`config.mk`:
```
export PLATFORM = sky130hd
export DESIGN_NAME = sync_fifo_prog
export DESIGN_NICKNAME = d
export VERILOG_FILES = /design/src/rtl/sync_fifo_prog.sv
export SDC_FILE = /design/constraint.sdc
export NUM_CORES = 1
export LEC_CHECK = 0
export CAP_MARGIN = 15
export CORE_MARGIN = 2
export CORE_UTILIZATION = 25
export DETAILED_ROUTE_END_ITERATION = 10
export PLACE_DENSITY = 0.42
export SLEW_MARGIN = 30
export SYNTH_ARGS = -nofsm -noshare
export SYNTH_HDL_FRONTEND = slang
export SYNTH_SLANG_ARGS = --single-unit
```
`constraint.sdc`:
```
create_clock -name clk -period 3.95 [get_ports clk]
set_input_delay 0.395 -clock clk [delete_from_list [all_inputs] [get_ports clk]]
set_output_delay 0.395 -clock clk [all_outputs]
set_load 0.03 [all_outputs]
```
`src/rtl/sync_fifo_prog.sv`:
```
// sync_fifo_prog: single-clock valid/ready stream FIFO with occupancy reporting,
// programmable almost-full/almost-empty flags, a peak-level monitor and a
// synchronous flush.
//
// Ports:
//   clk, reset        clock and synchronous active-high reset
//   flush             synchronous discard of all stored entries
//   s_valid/s_ready   producer handshake, s_data payload
//   m_valid/m_ready   consumer handshake, m_data head word
//   level             stored entries (0..DEPTH)
//   almost_full       level >= AF_THRESH
//   almost_empty      level <= AE_THRESH
//   peak_level        maximum level since the last reset or flush
module sync_fifo_prog #(
    parameter int unsigned DATA_W    = 32,
    parameter int unsigned DEPTH     = 4,
    parameter int unsigned AF_THRESH = 3,
    parameter int unsigned AE_THRESH = 1,
    localparam int unsigned AW       = $clog2(DEPTH),
    localparam int unsigned LW       = AW + 1
) (
    input  logic              clk,
    input  logic              reset,
    input  logic              flush,
    input  logic              s_valid,
    output logic              s_ready,
    input  logic [DATA_W-1:0] s_data,
    output logic              m_valid,
    input  logic              m_ready,
    output logic [DATA_W-1:0] m_data,
    output logic [LW-1:0]     level,
    output logic              almost_full,
    output logic              almost_empty,
    output logic [LW-1:0]     peak_level
);

    logic [DATA_W-1:0] mem [DEPTH];
    logic [AW-1:0]     wr_ptr;
    logic [AW-1:0]     rd_ptr;
    logic [LW-1:0]     level_q;
    logic [LW-1:0]     level_d;
    logic [LW-1:0]     peak_q;
    logic [LW-1:0]     peak_d;
    logic              push;
    logic              pop;

    // Handshake qualifiers decoded from registers only (no m_ready -> s_ready path)
    assign s_ready = ~reset & ~flush & (level_q != LW'(DEPTH));
    assign m_valid = ~reset & ~flush & (level_q != LW'(0));
    assign push    = s_valid & s_ready;
    assign pop     = m_valid & m_ready;
    assign m_data  = mem[rd_ptr];

    // Reported occupancy reads as empty while reset is held
    assign level        = reset ? LW'(0) : level_q;
    assign peak_level   = reset ? LW'(0) : peak_q;
    assign almost_full  = (level >= LW'(AF_THRESH));
    assign almost_empty = (level <= LW'(AE_THRESH));

    // Next occupancy and running maximum
    always_comb begin
        level_d = level_q;
        case ({push, pop})
            2'b10:   level_d = level_q + LW'(1);
            2'b01:   level_d = level_q - LW'(1);
            default: level_d = level_q;
        endcase
        peak_d = (level_d > peak_q) ? level_d : peak_q;
    end

    // Pointer, level and peak registers; reset and flush both clear them
    always_ff @(posedge clk) begin
        if (reset || flush) begin
            wr_ptr  <= '0;
            rd_ptr  <= '0;
            level_q <= '0;
            peak_q  <= '0;
        end else begin
            if (push) wr_ptr <= wr_ptr + AW'(1);
            if (pop)  rd_ptr <= rd_ptr + AW'(1);
            level_q <= level_d;
            peak_q  <= peak_d;
        end
    end

    // Storage array, contents deliberately left intact on reset/flush
    always_ff @(posedge clk) begin
        if (push) mem[wr_ptr] <= s_data;
    end

endmodule

```
* Word-level counts from Yosys, hierarchy flattened
Memories as Yosys holds them, arrays and structs flattened. A register that Yosys moved wholly into a read port is not among the register bits.
Index checks and enable logic that the tools add are counted.
** Word-level totals
- Register bits :: 10
- RAM bits :: 128
- Bits of input ports :: 37
- Output and inout bits :: 42
- Logic and storage cells :: 31
- Memories :: 1
** Operators by class
- $add $sub $neg :: 4
- Order comparisons :: 3
- Equal/unequal tests :: 3
- Muxes and demuxes :: 7
- Bitwise operators :: 7
- Reductions and logical operators :: 2
** Memory list
- mem :: depth 4, width 32, rd ports 1, clocked after memory_dff 1, wr ports 1, line 37 : logic [DATA_W-1:0] mem [DEPTH];
** Operators with widths (count)
- 2-to-1 mux 3 bit :: 2
- case mux 3 bit (2 select lines) :: 1
- bitwise AND 1 bit :: 5
- adder 2 x 1 -> 2 bit (second input constant) :: 2
- 2-to-1 mux 2 bit :: 2
- adder 3 x 1 -> 3 bit (second input constant) :: 1
- >= comparator 3 x 2 -> 1 bit (second input constant) :: 1
- > comparator 3 bit :: 1
- less-or-equal comparator 3 x 1 -> 1 bit (second input constant) :: 1
- != test 3 bit (second input constant) :: 1
- nonzero test 3 bit :: 1
- subtractor 3 x 1 -> 3 bit (second input constant) :: 1
- == test 2 x 1 -> 1 bit (second input constant) :: 1
- == test 2 bit (second input constant) :: 1
- 2-to-1 mux 1 bit :: 2
- inverter 1 bit :: 2
- logical OR 1 bit :: 1

* Depth between registers and ports, before layout
Gate-level depths: netlist of run 1.
- Depth in word-level cells :: 7
- Mapped depth :: 15
- Gate-level depth less buffers :: 14

* Least setup slack after synthesis of run 1
Ideal clock, no wire load.
- Path type :: input port to flip-flop
- Start point :: input port reset
- End point :: register peak_q[2]
- Library setup time :: 0.137 ns
- Data arrival time :: 2.899 ns
- Data required time :: 3.813 ns
- Path slack :: 0.914 ns
- Cell stages on the path :: 14
- Path buffers :: 1
- Cells stage by stage :: nor2_2 and3_4 buf_6 inv_1 ha_1 fa_1 xnor2_1 nor2_1 xnor2_1 inv_1 ha_1 and3_1 a21oi_1 a2111oi_2
** On the way
- Longest elaborated chain between the ends :: 7
- Elaborated cells between the ends (all ways) :: 11
- Classes of those cells :: order compare (1); eq/ne (2); mux (1); bitwise (6); reduce/logical (1)
** Ends and longest elaborated chain
- start, declared :: line 23 : input logic reset,
- inverter 1 bit (*) :: line 48, 49
- bitwise AND 1 bit (*) :: line 48, 49
- bitwise AND 1 bit (on tied branches) :: line 49, 48
- bitwise AND 1 bit (on tied branches) :: line 51, 50
- == test 2 x 1 -> 1 bit or == test 2 bit (tied branches) :: line 63 : case ({push, pop})
- case mux 3 bit (2 select lines) (*) :: line 63
- named net level_d[2] :: line 41 : logic [LW-1:0] level_d;
- > comparator 3 bit :: line 68 : peak_d = (level_d > peak_q) ? level_d : peak_q;
- end signal, assigned :: line 82 : peak_q <= peak_d;
- end, declared :: line 42 : logic [LW-1:0] peak_q;
The timed path passes the listed nets; every way through them passes the cells marked *.
A chain may end at the register's enable or synchronous reset.

* Final worst setup path of run 1
- Start point :: register level_q[0]
- End point :: register peak_q[1]
** On the way
- Longest elaborated chain between the ends :: 6
- Elaborated cells between the ends (all ways) :: 12
- Classes of those cells :: add/sub (2); order compare (1); eq/ne (3); mux (1); bitwise (4); reduce/logical (1)
** Ends and longest elaborated chain
- start, declared :: line 40 : logic [LW-1:0] level_q;
- start signal, assigned :: line 81 : level_q <= level_d;
- nonzero test 3 bit (*) :: line 49 : assign m_valid = ~reset & ~flush & (level_q != LW'(0));
- bitwise AND 1 bit (*) :: line 49
- bitwise AND 1 bit (*) :: line 51 : assign pop = m_valid & m_ready;
- named net pop :: line 45 : logic pop;
- == test 2 x 1 -> 1 bit or == test 2 bit (tied branches) :: line 63
- case mux 3 bit (2 select lines) (*) :: line 63
- named net level_d[2] :: line 41
- > comparator 3 bit (*) :: line 68
Marks and branches as above.

==> results of run 1 <==
[through the flow]
step	area (um2)	power (mW)	instances	setup WS, ns
after floorplan	5330	1.720	248	0.9141
after global placement	6513	1.802	604	0.3647
after detailed placement	6513	1.804	604	0.3090
after CTS	7052	3.285	634	0.5945
after global routing	7052	3.356	634	0.2818
final	7052	3.239	634	0.5927
[layer usage]
layer	GRT usage	up-vias	wire, um
met5	0	-	0
met4	0.03821	0	144
met3	0.03476	11	503
met2	0.1742	64	5396
met1	0.1226	1330	4739
li1	-	1203	-
[flip-flops by register name, summed over array words and instances (netlist names), named ones only]
signal   flops
rd_ptr       2
level_q      3
wr_ptr       2
peak_q       3
mem        128
[cell families after synthesis]
group	count (synthesis)
flops	140
simple gates	36
mux	33
buf+inv	16
compound gates	9
fa+ha+maj	9
xor+xnor	5
[cell usage in the layout, fill, tap and decap left out, types with 2 or more instances in the layout]
| cell | instances |
|---|---|
| nor2_1 | 10 |
| inv_1 | 7 |
| ha_1 | 8 |
| clkdlybuf4s50_1 | 78 |
| mux4_2 | 32 |
| a21oi_1 | 2 |
| clkbuf_16 | 17 |
| clkbuf_1 | 4 |
| nand2_1 | 3 |
| and3_1 | 2 |
| buf_4 | 11 |
| clkinv_2 | 3 |
| xnor2_1 | 4 |
| dfxtp_1 | 10 |
| o31ai_1 | 2 |
| bufinv_16 | 2 |
| edfxtp_1 | 128 |
| and2_1 | 4 |
| dfxtp_2 | 2 |
| and2_2 | 4 |
| clkinv_1 | 2 |
| nor2b_1 | 4 |
[path summary, 6_finish.rpt]
kind / from / endpoint / slack, ns / cells past startpoint
worst max register to register: level_q[0]$_SDFF_PP0_ / peak_q[1]$_SDFFE_PP0N_ / 0.59 / 13
worst min register to register: rd_ptr[1]$_SDFFE_PP0P_ / register / 0.48 / 1
worst max-delay path: level_q[0]$_SDFF_PP0_ / peak_q[1]$_SDFFE_PP0N_ / 0.59 / 13
worst min-delay path: rd_ptr[1]$_SDFFE_PP0P_ / register / 0.48 / 1
[cell type report]
class,count,area (um2)
Clock buffer,21,440.4
Clock inverter,9,98.84
Fill cell,2056,13900
Inverter,7,26.28
Multi-Input combinational cell,92,1172
Sequential cell,140,4086
Tap cell,275,344.1
Timing Repair Buffer,90,883.3
[power by group through the flow]
| stage | registers, mW | clock network [mW] | logic, mW |
|---|---|---|---|
| floorplan | 1.66 | 0 | 0.0557 |
| global placement | 1.66 | 0 | 0.137 |
| detailed placement | 1.67 | 0 | 0.138 |
| CTS | 1.63 | 1.51 | 0.139 |
| global route | 1.63 | 1.57 | 0.147 |
| finish | 1.63 | 1.47 | 0.136 |
[worst reg2reg max path: cells and delay by family, from the launching register on]
kind	cells	cell delay (ns)
xor gates and xnor gates	2	0.43
AOI/OAI and AO/OA	2	0.44
adders and majority gates	3	0.93
DFF	1	0.39
buffers and inverters	1	0.08
and+or+nand+nor	5	1.00
==> impl_results.md, run 1 <==
- Die width: between 150 and 200 um
- Initial antenna violation count: 0
- Combinational family with the most area after synthesis: multiplexers
- Part of the power in registers: 0.505
- Postcts setup bufs: 0
- Slowest-stage cell, CP: or3_1
- Final #Nets: between 300 and 400
- Post-DR vias/cell: just over 4
- Sink Count: between 100 and 150
- Wire per inst: around 17 um
- Final WL: ~11000 um
- NetSw: 0.6263 mW
- Ys Warns: 0
- Core Region: roughly 21000 um2
- Crit Path Category: register to register
- Simple-gate share of the synthesized area: 0.03732
- Via count: roughly 2600
- Outcome: complete, no violations
- DPL Wire Length: 6795 um
- Clk buf depth: 2
- Sw Share: 0.1934
- Setup TNS: 0 ns
- Crit path DAT: between 3 and 4 ns
- Initial DRC count: 63
- Seq/Total Area, Yosys: 0.7662
- GPL Wtd Cong: between 0.6 and 0.7
- CP required: 4.27 ns
- Hold WC Path Type: register to register
- Crit start category: register
- PwrDens: about 460 nW/um2
- Vias in the first global route: ~2900
- Synth top area share: 0.7211
- Area growth, synth to finish: 32.30%
- Leak: around 2.2 nW
- Htree depth: 4
- # setup viols final: 0
- First-pass GRT wire length: 16580 um
- Initial core utilization: 0.2544
- Internal Power: about 2.6 mW
- Compound-Gate Fraction of Synth Area: 0.01362
- CP max stage delay: around 0.40 ns
- Synthesized Nets: 294
- Hold Vio Cnt, Final: 0
- Post-synth EDFFs: roughly 130
- Worst hold slack: 0.4786 ns
- Number of I/O port buffers: 78
- Crit path time final: 3.357 ns
- Synth Instances: about 250
- Normalized max-slew margin: 0.5230
- Worst VDD drop: around 270 uV
- Reg clk slew, reported paths: 0.06 ns
- Synth Area in XOR/XNOR: 0.008216
- Worst-path maximum fanout: 6
- Adder-Cell Fraction of Synth Area: 0.02254
- Worst path buffer plus inverter count: 1
- Post-CTS sizing: 0
- CTS Root Cell: clkbuf_16
- Count leader, synth: edfxtp_1
- #FFs+latches synth: between 100 and 150
- Post-synth cell types: 34
- N_diodes: 0
- Cts bufs inserted: 17
- Clock share of power: 0.453
- Synth Flop Type: edfxtp_1
- Pre-Repair DR Iteration Count: 4
- Crit path max-delay family: simple AND/OR/NAND/NOR gates
- Tightest Pin Transition: between 0.7 and 0.8 ns
- Largest net degree at the start of global routing: 24
- DRC errors left: 0
- Total GRT Usage: 0.1033
- Share of layout cells above drive strength 1: 0.2228
- Rows: 53
- RSZ-0062 raised after global routing: no
- CTS tree: done
- Critical path endpoint category: register
- Max Clk Rate: between 200 and 300 MHz
- Clk_lat worst skew: ~0.41 ns
- I/O Pins: 79
- DIE HEIGHT: roughly 150 um
- Antenna viol nets, final: 0
- Post-synthesis mux area share: 0.1373
- Synth area leaders: edfxtp_1 (72%), mux4_2 (14%), dfxtp_1 (4.5%), ha_1 (1.9%), and2_1 (0.94%)
- Max Clock Skew: roughly 0.008 ns
- Max-Cap Viols: 0
- Biggest area consumer among synthesized cells: edfxtp_1
- Die ar.: ~23000 um2
- FFs w/ async S/R, synth: 0
- CP Cell Sequence: or3_1 -> and3_1 -> ha_1 -> fa_1 -> xnor2_1 -> nor2_1 -> xnor2_1 -> inv_1 -> ha_1 -> and3_1 -> a21oi_1 -> nand2_1 -> o31ai_1
- Pins Over Slew Limit: 0
- Synth cell count leaders: edfxtp_1 (128), mux4_2 (32), dfxtp_1 (12)
- Mapped Area: around 5300 um2
- Combinational power share: 0.042
- Final Util: 0.3365
- Hold-fix buffers, CTS: 0
- Total global routing overflow: 0
- Final period utilization: 0.8499
- Avg Cell Area, Syn: around 21 um2
(Power assumes the default switching activity.)
==> run 2, diff against run 1 <==
- PLACE_DENSITY: 0.42 -> 0.43
- clock period: 3.95 -> 3.04 ns (I/O delays scaled with it)
==> run 2 against run 1 <==
Against the previous run: core utilization is 1.1 points higher; non-clock buffer count up 12; power increased by 33%; highest routed layer unchanged; via count increased by 2.3%; fmax increased by 14%; largest cell class unchanged; routed wire length rose by 1.6%; sequential share of layout area down 1.8 points; largest power group unchanged.
==> impl_results.md, run 2 (synthesis gave the netlist of run 1 again) <==
- Sequential Area: 4089 um2
- Initial core utilization: 0.2544
- Setup slack after layout: between 0.09 and 0.1 ns
- Hold-fix buffers, CTS: 0
- CP Cell Sequence: buf_4 -> or3b_1 -> and3_4 -> inv_2 -> ha_4 -> fa_2 -> mux2_2 -> ha_4 -> nor2b_2 -> o21a_1 -> nor3_1 -> a2111oi_2
- DPL Wire Length: between 6000 and 7000 um
- CP required: roughly 3.4 ns
- Initial antenna violation count: 0
- Initial DRC count: 178
- Crit path DAT: ~3.3 ns
- Total GRT Usage: 0.1049
- Clk_lat worst skew: ~0.41 ns
- Share of layout cells above drive strength 1: 0.3056
- Worst Reg-to-Reg Cells: 12
- CTS tree: done
- Area growth, synth to finish: 36.67%
- Rows: 53
- Via count: between 2000 and 3000
- Hold Vio Cnt, Final: 0
- GPL Wtd Cong: 0.6764
- Fill count: a little over 2000
- M3 GR Usage: 0.04177
- Hold Path Origin: rd_ptr[1]$_SDFFE_PP0P_
- RSZ-0062 raised after global routing: yes
- Core Region: 20960 um2
- CTS Root Cell: clkbuf_16
- Largest regs: mem x128, level_q x3, peak_q x3
- Sink Count: 140
- Largest register by flop count: mem
- Worst VDD drop: between 300 and 400 uV
- Cts bufs inserted: 17
- Commonest non-fill, non-tap cell in the layout: edfxtp_1
- Htree depth: 4
- Most frequent cells in the layout: edfxtp_1 (128), clkdlybuf4s50_1 (78), mux4_2 (32), buf_4 (21), clkbuf_16 (17)
- Pre-Repair DR Iteration Count: 3
- Cell area after layout: between 7000 and 8000 um2
- Reg clk slew, reported paths: 0.06 ns
- Crit-path most repeated cell: ha_4
- Number of I/O port buffers: a little under 80
- GR Util met1: 0.1242
- N_diodes: 0
- Crit start category: register
- I/O Pins: 79
- Crit path max-delay family: adder cells
- Pins Over Slew Limit: 0
- Total global routing overflow: 0
- Final WL: 10950 um
- Worst-path maximum fanout: 3
- Final period utilization: 0.9695
- Max Clk Rate: 339.3 MHz
- Normalized max-slew margin: 0.7579
- Crit Path Category: register to register
- Most Used Layer, Global Route: met2
- Max Clock Skew: around 0.0065 ns
- Final #Nets: between 400 and 500
- DRC errors left: 0
- Die ar.: ~23000 um2
- Area of the multi-input gates: 1252 um2
- Post-DR vias/cell: slightly above 4
- Tightest Pin Transition: 0.3631 ns
- Postcts setup bufs: 0
- Area after DPL: ~6600 um2
- # setup viols final: 0
- Leak: ~2.3 nW
- FF-to-FF setup slack: between 0.09 and 0.1 ns
- GR Layer Usage met2: 0.1740
- Hold WC Path Type: register to register
- Vias in the first global route: roughly 2900
- Post-placement setup slack: -0.3405 ns
- PwrDens: 590.1 nW/um2
- Antenna viol nets, final: 0
- Die width: around 150 um
- Crit path time final: 2.947 ns
- Max reg flops: around 130
- First-pass GRT wire length: between 15000 and 20000 um
- Wire per inst: approximately 17 um
- Critical path endpoint category: register
- Worst path buffer plus inverter count: 2
- FF-to-FF Start: level_q[1]$_SDFF_PP0_
- Final Util: 0.3476
- Outcome: complete, no violations
- End of the worst register-to-register path: peak_q[2]$_SDFFE_PP0N_
- CP max stage delay: around 0.42 ns
- Clk buf depth: 2
- Max-Cap Viols: 0
- DIE HEIGHT: around 150 um
- Slowest-stage cell, CP: fa_2
- Worst Hold Depth: 1
- Largest net degree at the start of global routing: 20
[run 2: cell types whose count changed in the layout (fill, tap and decap cells not counted), moves of 3 or more]
cell	delta
buf_4	+10
clkbuf_1	-3
ha_1	-3
ha_4	+3
[run 2: through the flow]
step / power, mW / TNS, ns / hold WS (ns) / std cells
final: 4.299 / 0 / 0.5174 / 648
after global routing: 4.448 / -0.04329 / 0.5153 / 648
after CTS: 4.358 / 0 / 0.5110 / 648
after detailed placement: 2.348 / -0.9770 / 0.5214 / 616
after global placement: 2.344 / -0.7088 / 0.4917 / 616
after floorplan: 2.235 / 0 / 0.4029 / 248
[run 2: how the worst max path moves through the flow]
stage,from,end,slack [ns],cells after the start
floorplan,level_q[0]$_SDFF_PP0_,peak_q[2]$_SDFFE_PP0N_,0.005,12
global placement,reset,peak_q[0]$_SDFFE_PP0N_,-0.25,16
detailed placement,reset,peak_q[1]$_SDFFE_PP0N_,-0.34,16
CTS,level_q[1]$_SDFF_PP0_,peak_q[2]$_SDFFE_PP0N_,0.007,12
global route,level_q[1]$_SDFF_PP0_,peak_q[0]$_SDFFE_PP0N_,-0.02,14
finish,level_q[1]$_SDFF_PP0_,peak_q[2]$_SDFFE_PP0N_,0.09,12
[run 2: layout make-up]
| class | count | share of cell area |
|---|---|---|
| clock buffer | 18 | 0.05891 |
| clock inverter | 14 | 0.01992 |
| inverter | 7 | 0.003607 |
| multi-input combinational | 92 | 0.1719 |
| sequential | 140 | 0.5613 |
| tap | 275 | 0.04723 |
| timing repair buffer | 102 | 0.1371 |
[run 2: layer usage]
layer	routed length, um	vias up
met1	4744	1374
met4	151	0
met3	553	11
met2	5503	58
met5	0	-
li1	-	1226
[run 2: report_power, final]
| part | internal [mW] | leakage (nW) | total (mW) | switching (mW) |
|---|---|---|---|---|
| Clock | 1.21 | 0.274 | 1.99 | 0.780 |
| Sequential | 2.12 | 1.26 | 2.12 | 0.00438 |
| Combinational | 0.0971 | 0.806 | 0.190 | 0.0930 |
[run 2: timing repair]
action                                  CTS  global route
pin swaps                                 1             5
endpoints found under the setup margin    3             3
gates resized for setup                   2            15
==> run 3, diff against run 2 <==
- CTS_BUF_LIST: default -> sky130_fd_sc_hd__clkbuf_16
==> run 3 against run 2 <==
Against the previous run: sequential share of layout area unchanged; clock skew is essentially flat; clock power hardly changed; final area did not move; power is 0.13% lower; critical path depth stayed put; core utilization stayed put; final cell count unchanged; non-clock buffer count is the same; sequential power about the same.
==> impl_results.md, run 3 (synthesis gave the netlist of run 1 again) <==
- Outcome: complete, no violations
- Final #Nets: 406
- Largest regs: mem x128, level_q x3, peak_q x3
- Worst hold slack: between 0.5 and 0.6 ns
- Worst Reg-to-Reg Cells: 12
- Via count: ~2700
- Sw Share: 0.2038
- Max reg flops: around 130
- Worst VDD drop: approximately 340 uV
- DRC errors left: 0
- Max Clk Rate: ~340 MHz
- Area after DPL: ~6600 um2
- Cell area after layout: roughly 7300 um2
- Largest register by flop count: mem
- Reg clk slew, reported paths: approximately 0.060 ns
- First-pass GRT wire length: approximately 17000 um
- FF-to-FF Start: level_q[1]$_SDFF_PP0_
- Combinational power share: 0.044
- N_diodes: 0
- Total GRT Usage: 0.1049
- Final WL: between 10000 and 15000 um
- Rows: 53
- Hold Vio Cnt, Final: 0
- Share of layout cells above drive strength 1: 0.3056
- Cts bufs inserted: 17
- Crit start category: register
- RSZ-0062 raised after global routing: yes
- Core Region: 20960 um2
- Hold Path Origin: rd_ptr[1]$_SDFFE_PP0P_
- Tot Pwr: between 4 and 5 mW
- CTS Root Cell: clkbuf_16
- Tightest Pin Transition: between 0.3 and 0.4 ns
- Post-DR vias/cell: roughly 4.1
- Pre-Repair DR Iteration Count: 4
- Leak: 2.339 nW
- NetSw: 0.8750 mW
- Initial DRC count: about 180
- Postcts setup bufs: 0
- Hold WC Path Type: register to register
- CP required: between 3 and 4 ns
- Max Clock Skew: about 0.0064 ns
- Vias in the first global route: around 2900
- Die width: approximately 150 um
- PwrDens: 589.3 nW/um2
- Part of the power in registers: 0.494
- Hold-fix buffers, CTS: 0
- Crit path DAT: approximately 3.3 ns
- Normalized max-slew margin: 0.7567
- FF-to-FF setup slack: 0.09 ns
- Initial antenna violation count: 0
- GPL Wtd Cong: 0.6764
- # setup viols final: 0
- DIE HEIGHT: roughly 150 um
- Clk buf depth: 2
- Area growth, synth to finish: 36.67%
- Clock share of power: 0.461
- Setup TNS: 0 ns
- I/O Pins: a little under 80
- Critical path endpoint category: register
- End of the worst register-to-register path: peak_q[2]$_SDFFE_PP0N_
- Crit Path Category: register to register
- DPL Wire Length: between 6000 and 7000 um
- Wire per inst: ~17 um
- Commonest non-fill, non-tap cell in the layout: edfxtp_1
- Final Util: 0.3476
- Internal Power: 3.418 mW
- Sink Count: 140
- Most frequent cells in the layout: edfxtp_1 (128), clkdlybuf4s50_1 (78), mux4_2 (32), buf_4 (21), clkbuf_16 (17)
- Pins Over Slew Limit: 0
- Worst-path maximum fanout: 3
- Clk_lat worst skew: around 0.41 ns
- Antenna viol nets, final: 0
- Worst Hold Depth: 1
- Initial core utilization: 0.2544
- Largest net degree at the start of global routing: 20
- Htree depth: 4
- Die ar.: roughly 23000 um2
- Max-Cap Viols: 0
- CTS tree: done
- Final period utilization: 0.9703
- Number of I/O port buffers: a little under 80
- Crit path time final: just under 3 ns
- Total global routing overflow: 0
-- run 3: changes by cell type in the layout (fill, tap and decap cells not counted), sizes merged --
cell and delta:
clkbuf -1, inv +1
-- run 3: power groups by stage --
stage | sequential [mW] | combinational, mW | clock, mW
after global placement | 2.16 | 0.182 | 0
after floorplan | 2.16 | 0.0724 | 0
after detailed placement | 2.16 | 0.185 | 0
after global routing | 2.12 | 0.205 | 2.12
after CTS | 2.12 | 0.188 | 2.05
final | 2.12 | 0.190 | 1.98
-- run 3: how the worst max path moves through the flow --
stage	from	to	depth (start not counted)
after floorplan	level_q[0]$_SDFF_PP0_	peak_q[2]$_SDFFE_PP0N_	12
after global placement	reset	peak_q[0]$_SDFFE_PP0N_	16
after detailed placement	reset	peak_q[1]$_SDFFE_PP0N_	16
after CTS	level_q[1]$_SDFF_PP0_	peak_q[2]$_SDFFE_PP0N_	12
after global routing	level_q[1]$_SDFF_PP0_	peak_q[0]$_SDFFE_PP0N_	14
final	level_q[1]$_SDFF_PP0_	peak_q[2]$_SDFFE_PP0N_	12
-- run 3: metrics by stage --
step                      setup WS [ns]  std cells
after global placement          -0.2480        616
after detailed placement        -0.3405        616
after global routing           -0.01966        648
after CTS                      0.007042        648
after floorplan                0.005287        248
final                           0.09034        648
-- run 3: worst max-delay path: stages, from the launching register on --
cell and delay (ns):
dfxtp_2 0.33, buf_4 0.13, or3b_1 0.39, and3_4 0.20, inv_2 0.06, ha_4 0.13
fa_2 0.42, mux2_2 0.30, ha_4 0.28, nor2b_2 0.13, o21a_1 0.11, nor3_1 0.05
a2111oi_2 0.33
-- run 3: timing repair --
action                                  CTS  global route
endpoints found under the setup margin    3             3
pin swaps                                 1             5
resized for setup                         2            15
hold endpoints to repair                  0             0
-- run 3: area by class of cell --
| type | instances | area [um2] |
|---|---|---|
| flip-flops and latches | 140 | 4089 |
| well taps | 275 | 344.1 |
| clock inverters | 15 | 148.9 |
| clock buffers | 17 | 425.4 |
| fillers | 2027 | 13670 |
| repair buffers | 102 | 998.5 |
| multi-input cells | 92 | 1252 |
| inverters | 7 | 26.28 |
-- run 3: metal layers --
layer	wire (um)	GRT usage	up-vias
met5	0	0	-
met4	151	0.03538	0
met3	566	0.04177	11
met2	5519	0.1740	61
met1	4697	0.1242	1366
li1	-	-	1227
